File: config.mk
export PLATFORM = sky130hd
export DESIGN_NAME = axi4_write_responder_flat
export DESIGN_NICKNAME = d
export VERILOG_FILES = /design/src/rtl/axi4_write_responder_if.sv /design/src/rtl/axi4_write_responder.sv /design/src/flat_wrapper.sv
export SDC_FILE = /design/constraint.sdc
export NUM_CORES = 1
export LEC_CHECK = 0
export ABC_AREA = 1
export BUFFER_PORTS_ARGS = -buffer_cell sky130_fd_sc_hd__buf_2
export CAP_MARGIN = 20
export CORE_AREA = 4 4 111 113
export DETAILED_ROUTE_END_ITERATION = 10
export DIE_AREA = 0 0 115 117
export HOLD_SLACK_MARGIN = 0.02
export PLACE_DENSITY = 0.74
export SKIP_LAST_GASP = 1
export SLEW_MARGIN = 20
export SYNTH_ARGS = -nofsm -noshare
export SYNTH_HDL_FRONTEND = slang
export SYNTH_SLANG_ARGS = --single-unit
File: constraint.sdc
create_clock -name CLK -period 4.3 [get_ports CLK]
set_clock_uncertainty 0.05 [all_clocks]
set_input_delay 0.215 -clock CLK [delete_from_list [all_inputs] [get_ports CLK]]
set_output_delay 0.215 -clock CLK [all_outputs]
set_load 0.01 [all_outputs]
File: src/rtl/axi4_write_responder_if.sv
// AXI4 write-channel bundle (AW, W, B) between a write master
// and the write responder.
interface axi4_write_responder_if #(
    parameter int ADDR_WIDTH = 32,
    parameter int DATA_WIDTH = 32,
    parameter int ID_WIDTH   = 4
);
    localparam int STRB_WIDTH = DATA_WIDTH / 8;

    logic [ID_WIDTH-1:0]   AWID;
    logic [ADDR_WIDTH-1:0] AWADDR;
    logic [7:0]            AWLEN;
    logic [2:0]            AWSIZE;
    logic [1:0]            AWBURST;
    logic                  AWVALID;
    logic                  AWREADY;

    logic [DATA_WIDTH-1:0] WDATA;
    logic [STRB_WIDTH-1:0] WSTRB;
    logic                  WLAST;
    logic                  WVALID;
    logic                  WREADY;

    logic [ID_WIDTH-1:0]   BID;
    logic [1:0]            BRESP;
    logic                  BVALID;
    logic                  BREADY;

    modport master (
        output AWID, AWADDR, AWLEN, AWSIZE, AWBURST, AWVALID,
        input  AWREADY,
        output WDATA, WSTRB, WLAST, WVALID,
        input  WREADY,
        input  BID, BRESP, BVALID,
        output BREADY
    );

    modport slave (
        input  AWID, AWADDR, AWLEN, AWSIZE, AWBURST, AWVALID,
        output AWREADY,
        input  WDATA, WSTRB, WLAST, WVALID,
        output WREADY,
        output BID, BRESP, BVALID,
        input  BREADY
    );
endinterface

File: src/rtl/axi4_write_responder.sv
// Single-outstanding AXI4 write slave: streams accepted beats onto a
// synchronous memory write port, then returns one B response.
module axi4_write_responder #(
    parameter int ADDR_WIDTH = 32,
    parameter int DATA_WIDTH = 32,
    parameter int ID_WIDTH   = 4,
    parameter int STRB_WIDTH = DATA_WIDTH / 8
) (
    input  logic                  CLK,
    input  logic                  RESETn,
    axi4_write_responder_if.slave axi,
    output logic                  MEM_WEN,
    output logic [ADDR_WIDTH-1:0] MEM_ADDR,
    output logic [DATA_WIDTH-1:0] MEM_WDATA,
    output logic [STRB_WIDTH-1:0] MEM_WSTRB
);
    localparam logic [2:0] MAX_SIZE = 3'($clog2(STRB_WIDTH));

    typedef enum logic [1:0] {
        RST  = 2'd0,
        IDLE = 2'd1,
        DATA = 2'd2,
        RESP = 2'd3
    } state_t;

    state_t state_q, state_d;

    logic [ID_WIDTH-1:0]   id_q;
    logic [ADDR_WIDTH-1:0] addr_q;
    logic [7:0]            len_q;
    logic [2:0]            size_q;
    logic [1:0]            burst_q;
    logic [7:0]            cnt_q;
    logic                  err_q;

    logic aw_hs, w_hs, b_hs;
    logic last_beat;
    logic len_ok, aw_err, wlast_err;

    logic [ADDR_WIDTH-1:0] step;
    logic [ADDR_WIDTH-1:0] incr;
    logic [ADDR_WIDTH-1:0] wrap_mask;
    logic [ADDR_WIDTH-1:0] addr_nx;

    assign axi.AWREADY = (state_q == IDLE);
    assign axi.WREADY  = (state_q == DATA);
    assign axi.BVALID  = (state_q == RESP);
    assign axi.BID     = id_q;
    assign axi.BRESP   = {err_q, 1'b0};

    assign aw_hs = axi.AWVALID & axi.AWREADY;
    assign w_hs  = axi.WVALID & axi.WREADY;
    assign b_hs  = axi.BVALID & axi.BREADY;

    assign last_beat = (cnt_q == len_q);

    assign len_ok = (axi.AWLEN == 8'd1) | (axi.AWLEN == 8'd3)
                  | (axi.AWLEN == 8'd7) | (axi.AWLEN == 8'd15);

    assign aw_err = (axi.AWSIZE > MAX_SIZE)
                  | (axi.AWBURST == 2'b11)
                  | ((axi.AWBURST == 2'b10) & ~len_ok);

    // WLAST is only checked; the beat counter alone ends the burst.
    assign wlast_err = axi.WLAST ^ last_beat;

    assign MEM_WEN   = w_hs & ~err_q;
    assign MEM_ADDR  = addr_q;
    assign MEM_WDATA = axi.WDATA;
    assign MEM_WSTRB = axi.WSTRB;

    always_comb begin
        step      = ADDR_WIDTH'(1) << size_q;
        incr      = addr_q + step;
        wrap_mask = ((ADDR_WIDTH'(len_q) + ADDR_WIDTH'(1)) << size_q)
                  - ADDR_WIDTH'(1);
        addr_nx   = incr;
        unique case (burst_q)
            2'b00:   addr_nx = addr_q;
            2'b10:   addr_nx = (addr_q & ~wrap_mask) | (incr & wrap_mask);
            default: addr_nx = incr;
        endcase
    end

    always_ff @(posedge CLK or negedge RESETn) begin
        if (!RESETn) begin
            state_q <= RST;
        end else begin
            state_q <= state_d;
        end
    end

    always_comb begin
        state_d = state_q;
        unique case (state_q)
            RST:  state_d = IDLE;
            IDLE: if (aw_hs) state_d = DATA;
            DATA: if (w_hs && last_beat) state_d = RESP;
            RESP: if (b_hs) state_d = IDLE;
            default: state_d = RST;
        endcase
    end

    always_ff @(posedge CLK or negedge RESETn) begin
        if (!RESETn) begin
            id_q    <= '0;
            addr_q  <= '0;
            len_q   <= '0;
            size_q  <= '0;
            burst_q <= '0;
            cnt_q   <= '0;
            err_q   <= 1'b0;
        end else if (aw_hs) begin
            id_q    <= axi.AWID;
            addr_q  <= axi.AWADDR;
            len_q   <= axi.AWLEN;
            size_q  <= axi.AWSIZE;
            burst_q <= axi.AWBURST;
            cnt_q   <= '0;
            err_q   <= aw_err;
        end else if (w_hs) begin
            cnt_q  <= cnt_q + 8'd1;
            addr_q <= addr_nx;
            if (wlast_err) err_q <= 1'b1;
        end
    end
endmodule

File: src/flat_wrapper.sv
// flat-port wrapper written by rule: the top's interface ports become plain ports
module axi4_write_responder_flat 
#(
    parameter int ADDR_WIDTH = 32,
    parameter int DATA_WIDTH = 32,
    parameter int ID_WIDTH   = 4,
    parameter int STRB_WIDTH = DATA_WIDTH / 8
)
  (CLK, RESETn, MEM_WEN, MEM_ADDR, MEM_WDATA, MEM_WSTRB, axi_AWID, axi_AWADDR, axi_AWLEN, axi_AWSIZE, axi_AWBURST, axi_AWVALID, axi_AWREADY, axi_WDATA, axi_WSTRB, axi_WLAST, axi_WVALID, axi_WREADY, axi_BID, axi_BRESP, axi_BVALID, axi_BREADY);
  axi4_write_responder_if #(.ADDR_WIDTH(ADDR_WIDTH), .DATA_WIDTH(DATA_WIDTH), .ID_WIDTH(ID_WIDTH)) axi_i ();
  input  logic CLK;
  input  logic RESETn;
  output logic MEM_WEN;
  output logic [ADDR_WIDTH-1:0] MEM_ADDR;
  output logic [DATA_WIDTH-1:0] MEM_WDATA;
  output logic [STRB_WIDTH-1:0] MEM_WSTRB;
  input wire logic [$bits(axi_i.AWID)-1:0] axi_AWID;
  input wire logic [$bits(axi_i.AWADDR)-1:0] axi_AWADDR;
  input wire logic [$bits(axi_i.AWLEN)-1:0] axi_AWLEN;
  input wire logic [$bits(axi_i.AWSIZE)-1:0] axi_AWSIZE;
  input wire logic [$bits(axi_i.AWBURST)-1:0] axi_AWBURST;
  input wire logic [$bits(axi_i.AWVALID)-1:0] axi_AWVALID;
  output wire logic [$bits(axi_i.AWREADY)-1:0] axi_AWREADY;
  input wire logic [$bits(axi_i.WDATA)-1:0] axi_WDATA;
  input wire logic [$bits(axi_i.WSTRB)-1:0] axi_WSTRB;
  input wire logic [$bits(axi_i.WLAST)-1:0] axi_WLAST;
  input wire logic [$bits(axi_i.WVALID)-1:0] axi_WVALID;
  output wire logic [$bits(axi_i.WREADY)-1:0] axi_WREADY;
  output wire logic [$bits(axi_i.BID)-1:0] axi_BID;
  output wire logic [$bits(axi_i.BRESP)-1:0] axi_BRESP;
  output wire logic [$bits(axi_i.BVALID)-1:0] axi_BVALID;
  input wire logic [$bits(axi_i.BREADY)-1:0] axi_BREADY;
  assign axi_i.AWID = axi_AWID;
  assign axi_i.AWADDR = axi_AWADDR;
  assign axi_i.AWLEN = axi_AWLEN;
  assign axi_i.AWSIZE = axi_AWSIZE;
  assign axi_i.AWBURST = axi_AWBURST;
  assign axi_i.AWVALID = axi_AWVALID;
  assign axi_AWREADY = axi_i.AWREADY;
  assign axi_i.WDATA = axi_WDATA;
  assign axi_i.WSTRB = axi_WSTRB;
  assign axi_i.WLAST = axi_WLAST;
  assign axi_i.WVALID = axi_WVALID;
  assign axi_WREADY = axi_i.WREADY;
  assign axi_BID = axi_i.BID;
  assign axi_BRESP = axi_i.BRESP;
  assign axi_BVALID = axi_i.BVALID;
  assign axi_i.BREADY = axi_BREADY;
  axi4_write_responder #(.ADDR_WIDTH(ADDR_WIDTH), .DATA_WIDTH(DATA_WIDTH), .ID_WIDTH(ID_WIDTH), .STRB_WIDTH(STRB_WIDTH)) u_core (.CLK(CLK), .RESETn(RESETn), .axi(axi_i), .MEM_WEN(MEM_WEN), .MEM_ADDR(MEM_ADDR), .MEM_WDATA(MEM_WDATA), .MEM_WSTRB(MEM_WSTRB));
endmodule
[Word level (Yosys, flattened, before mapping)]
Cells that the tools add are included.
Word-level totals
  memories: 0
  output and inout bits: 78
  word-level logic and storage cells: 67
  bits in registers: 60
  bits in latches: 0
  RAM bits: 0
  bits in read-only memories: 0
Operators by class
  equality and inequality tests: 15
  bitwise gates (word level): 17
  shifts and indexed selects: 2
  $lt $le $gt $ge: 1
  multiply operators: 0
  muxes and demuxes: 12
  $add $sub $neg: 4
  reductions and logical operators: 8
  divide/modulo/power cells: 0
Operators with widths (count)
  $and A32 B32 Y32: 2
  $mux W32: 2
  $pmux W32 S2: 1
  $add A32 B32 Y32: 1
  $not A32 Y32: 1
  $or A32 B32 Y32: 1
  $shl A1 B3 Y32 const A: 1
  $shl A32 B3 Y32: 1
  $sub A32 B1 Y32 const B: 1
  $mux W8: 2
  $eq A2 B2 Y1 const B: 5
  $add A8 B1 Y9 const B: 1
  $add A8 B1 Y8 const B: 1
  $eq A8 B1 Y1 const B: 1
  $eq A8 B2 Y1 const B: 1
  $eq A8 B3 Y1 const B: 1
  $eq A8 B4 Y1 const B: 1
  $eq A8 B8 Y1: 1
  $pmux W2 S4: 1
  $mux W2: 3
  $ne A2 B2 Y1 const B: 3
  $and A1 B1 Y1: 5
  $or A1 B1 Y1: 5
  $logic_not A2 Y1: 2
  10 further kinds: 15

[Longest topological paths before layout]
  depth in word-level cells: 9
  gate-level depth with buffers: 22

[Least setup slack after synthesis]
OpenSTA, ideal clock, no wires.
  path kind: register to register
  start point: reg u_core.size_q[1]
  end point: reg (tool-made name)
  data arrival time: 2.902 ns
  setup slack: 1.283 ns
  period minus slack after synthesis: 3.017 ns
  cell stages (with the launch flop): 22
  buffers on the path: 2
  cell sequence: dfrtp_1 -> buf_2 -> clkbuf_1 -> nor3_1 -> ha_1 -> inv_1 -> fa_1 -> inv_1 -> nand3_1 -> nand2_1 -> a21oi_1 -> o21ai_0 -> nand2_1 -> nor2_1 -> nand2_1 -> nor2_1 -> o21ai_0 -> a21oi_1 -> nand2_1 -> nand2_1 -> nand2_1 -> nand2_1
RTL lines
  from (decl): RTL line axi4_write_responder.sv:31  | logic [2:0] size_q;
  from (signal assigned): RTL line axi4_write_responder.sv:117  | size_q <= axi.AWSIZE;

==> PnR_summary.wiki <==
{| class="wikitable"
! Metric !! Value
|-
| Run status || finished with violations
|-
| Violated checks || hold timing
|-
| Drt first pass iters || 5
|-
| Clock period minus final worst setup slack || 3.66 ns
|-
| Placer's final routability congestion estimate || 0.930
|-
| Final HPWL from detailed placement || 10.9 mm
|-
| Worst relative slew slack || 43.6%
|-
| Wire length per cell || 14.0 um
|-
| IO Count || 169
|-
| Path class of the lowest-slack min-delay path || input port to async pin
|-
| Class of the most critical setup path || register to register
|-
| Cell Area, Synth || 5540 sq um
|-
| Critical path required time || 4.53 ns
|-
| Starting Density || 49.0%
|-
| Total GRT Usage || 21.9%
|-
| Cell variety after synth || 52
|-
| Post-synthesis mux area share || 0.790%
|-
| Routed WL || 14.4 mm
|-
| Remaining DRCs || 0
|-
| Mean instance size in the synthesized netlist || 6.64 sq um
|-
| Final sum of negative setup slack || 0 ns
|-
| Pleak || 3.28 nW
|-
| Worst hold slack after final layout || -0.00812 ns
|-
| Number of antenna violations at the first check in global routing || 0
|-
| Number of enable-type register cells in the synthesized netlist || 0
|-
| #FFs+latches synth || 60
|-
| Worst skew pair latency || 0.34 ns
|-
| Actual transition at the worst max-transition pin || 0.843 ns
|-
| Synthesized-area fraction occupied by and/or/nand/nor cells || 39.4%
|-
| CTS H-Tree Depth || 3
|-
| Cell type with the highest aggregate area in the netlist || dfrtp_1
|-
| Iteration-0 DRC count of the detailed router || 355
|-
| Number of filler cells placed in the layout || 1154
|-
| Top-area cell type share of the netlist area || 27.1%
|-
| Cell Count, Final, Fillers Out || 1031
|-
| Post-synthesis share of cell area spent on xor and xnor gates || 3.16%
|-
| Areal power density over the cells || 758 nW/um^2
|-
| Clock transition at the register clock pins on the worst setup and hold paths after CTS || 0.05 ns
|-
| Die Ht || 117 um
|-
| Ratio of routed vias to standard cells || 5.24
|-
| Endpoints failing setup || 0
|-
| Gate count after technology mapping || 835
|-
| Core Region || 11300 sq um
|-
| YS warnings || 0
|-
| CTS-repair resized insts || 0
|-
| Fraction of registers with async set or reset after synthesis || 100%
|-
| Cell at the root of the clock tree || clkbuf_16
|-
| Adder-cell share of the synthesized area || 3.97%
|-
| # nets final || 992
|-
| Sink count of the clock tree || 60
|-
| Setup repair after global routing missed its margin || false
|-
| Row count || 39
|-
| Buffers added on ports || 95
|-
| Peak supply drop || 0.343 mV
|-
| Clock tree from TritonCTS || done
|-
| Hold buffer count at cts || 0
|-
| Clock buffer depth || 2
|-
| Number of setup buffers added after CTS || 0
|-
| Global route overflow || 0
|-
| Cell types with the largest area share after synthesis || dfrtp_1 27%, nand2_1 17%, inv_1 5.6%, nand3_1 5.5%, buf_4 5.4%
|-
| ANT cells || 0
|-
| Via count of the first global-routing pass || 4899
|-
| Count of max-cap constraint violations || 0
|-
| Largest family of logic cells by synthesized area || simple AND/OR/NAND/NOR gates
|-
| Top flip-flop cell by instance count after synthesis || dfrtp_1
|-
| Area fraction in compound gates after synthesis || 12.1%
|-
| CTS buffer count || 9
|-
| Pin count of the biggest net entering global routing || 61
|-
| Syn Nets || 943
|-
| Final period utilization || 85.0%
|-
| Maximum fanout count along the critical path || 19
|-
| Area growth from synthesis to layout || 11.2%
|-
| Proportion of layout cells with a drive suffix above 1 || 20.9%
|-
| Critical Path Source Type || register
|-
| Post-synthesis sequential area ratio || 27.1%
|-
| Highest clock frequency the design can meet || 0.273 GHz
|-
| Antenna-violating nets left || 0
|-
| Post-placement cell count || 1016
|-
| Overall die area || 13500 sq um
|-
| Vias || 5404
|-
| Global-route wire length before repair || 23.7 mm
|-
| WP data arrival || 3.88 ns
|-
| Fin. max-slew vios || 0
|-
| Chip Width || 115 um
|-
| Number of hold-slack violations in the final timing report || 2
|-
| Kind of capture point of the worst setup path || register
|}
-- cells in the final DEF (no fill, tap or decap), drive strengths merged, types with 12 or more instances in the layout --
cell     n
inv     89
xor2    12
dfrtp   60
nand2  270
a21oi   35
nor3    20
nor2    81
buf     99
o21ai   62
nand3   75
ha      16
-- area by class of cell --
type | count | area (sq um) | share of cell area [%]
clock inverter | 4 | 72.6 | 1.18
sequential | 60 | 1500 | 24.3
multi-input combinational | 623 | 3300 | 53.5
tap | 143 | 179 | 2.90
clock buffer | 11 | 253 | 4.10
inverter | 91 | 354 | 5.74
timing repair buffer | 99 | 505 | 8.20
-- per-stage QoR --
stage                     area, sq um  power, mW  hold WS [ns]  worst slack (ns)  utilization (%)
after floorplan                  5540       3.23        -0.131              1.28                -
after global placement           5840       3.81         0.359             0.856             51.6
after detailed placement         5840       3.84         0.370             0.709             51.6
after CTS                        6170       4.67        0.0238             0.675             54.5
after global routing             6170       5.13        0.0519             0.142             54.5
final                            6170       4.68      -0.00812             0.643             54.5
-- where the power goes --
part | internal, mW | switching (mW) | leakage (nW)
combinational | 0.956 | 1.80 | 2.36
sequential | 0.787 | 0.330 | 0.760
clock | 0.535 | 0.274 | 0.158
total | 2.28 | 2.40 | 3.28
-- per-layer routing --
layer | vias up | track usage [%] | wire length (um)
met1 | 2452 | 31.4 | 6750
met4 | 0 | 6.34 | 193
li1 | 2758 | - | -
met3 | 22 | 3.44 | 889
met5 | - | 0 | 0
met2 | 172 | 34.4 | 6570
-- logic make-up after synthesis --
logic type      count (synthesis)
compound gates                116
flops                          60
simple gates                  465
xor+xnor                       20
other cells                     1
mux                             4
fa+ha+maj                      17
buf+inv                       152
-- worst paths after layout --
kind	from	to	slack, ns	depth (start not counted)
hold reg to reg	u_core.axi.BID[2]$_DFFE_PN0P_	u_core.axi.BID[2]$_DFFE_PN0P_	0.43	2
max in group asynchronous	RESETn	async pin	3.68	2
min in group CLK	axi_AWID[3]	u_core.axi.BID[3]$_DFFE_PN0P_	0.03	3
hold / removal	RESETn	u_core.axi.BID[2]$_DFFE_PN0P_	-0.008	2
setup reg to reg	u_core.size_q[1]$_DFFE_PN0P_	register	0.64	20
setup / recovery	u_core.size_q[1]$_DFFE_PN0P_	register	0.64	20
-- critical path, cell delays in order, from the launching register on --
cell     delay [ns]
dfrtp_1        0.58
inv_1          0.39
nand2_1        0.12
nor2_1         0.17
inv_1          0.08
fa_1           0.38
inv_1          0.09
nand3_1        0.07
nand2_1        0.10
a21oi_1        0.09
o21ai_0        0.48
nand2_1        0.15
nor2_1         0.21
nand2_1        0.07
nor2_1         0.11
o21ai_0        0.08
a21oi_1        0.14
nand2_1        0.06
nand2_1        0.06
nand2_1        0.04
nand2_1        0.05
-- cells in the mapped netlist, types with 2 or more instances --
library cell,number
o21ai_2,4
dfrtp_1,60
mux2_2,3
o221ai_1,2
xnor2_1,8
nand2_1,246
buf_4,40
xor2_1,12
o21bai_1,2
o21a_1,2
inv_1,83
nand3_1,61
nor2_4,6
nor3_1,19
inv_2,6
nor2_2,6
a31oi_1,2
o21ai_1,2
nor2_1,68
buf_2,8
a22oi_1,2
a21oi_1,34
ha_1,16
clkbuf_1,12
nor4_1,3
nand2_2,18
o211ai_1,3
and3_1,2
nand3_2,13
nand2_4,5
o31ai_1,2
nand4_1,11
o21ai_0,55
Note: power is estimated with default switching activity, not from simulation.
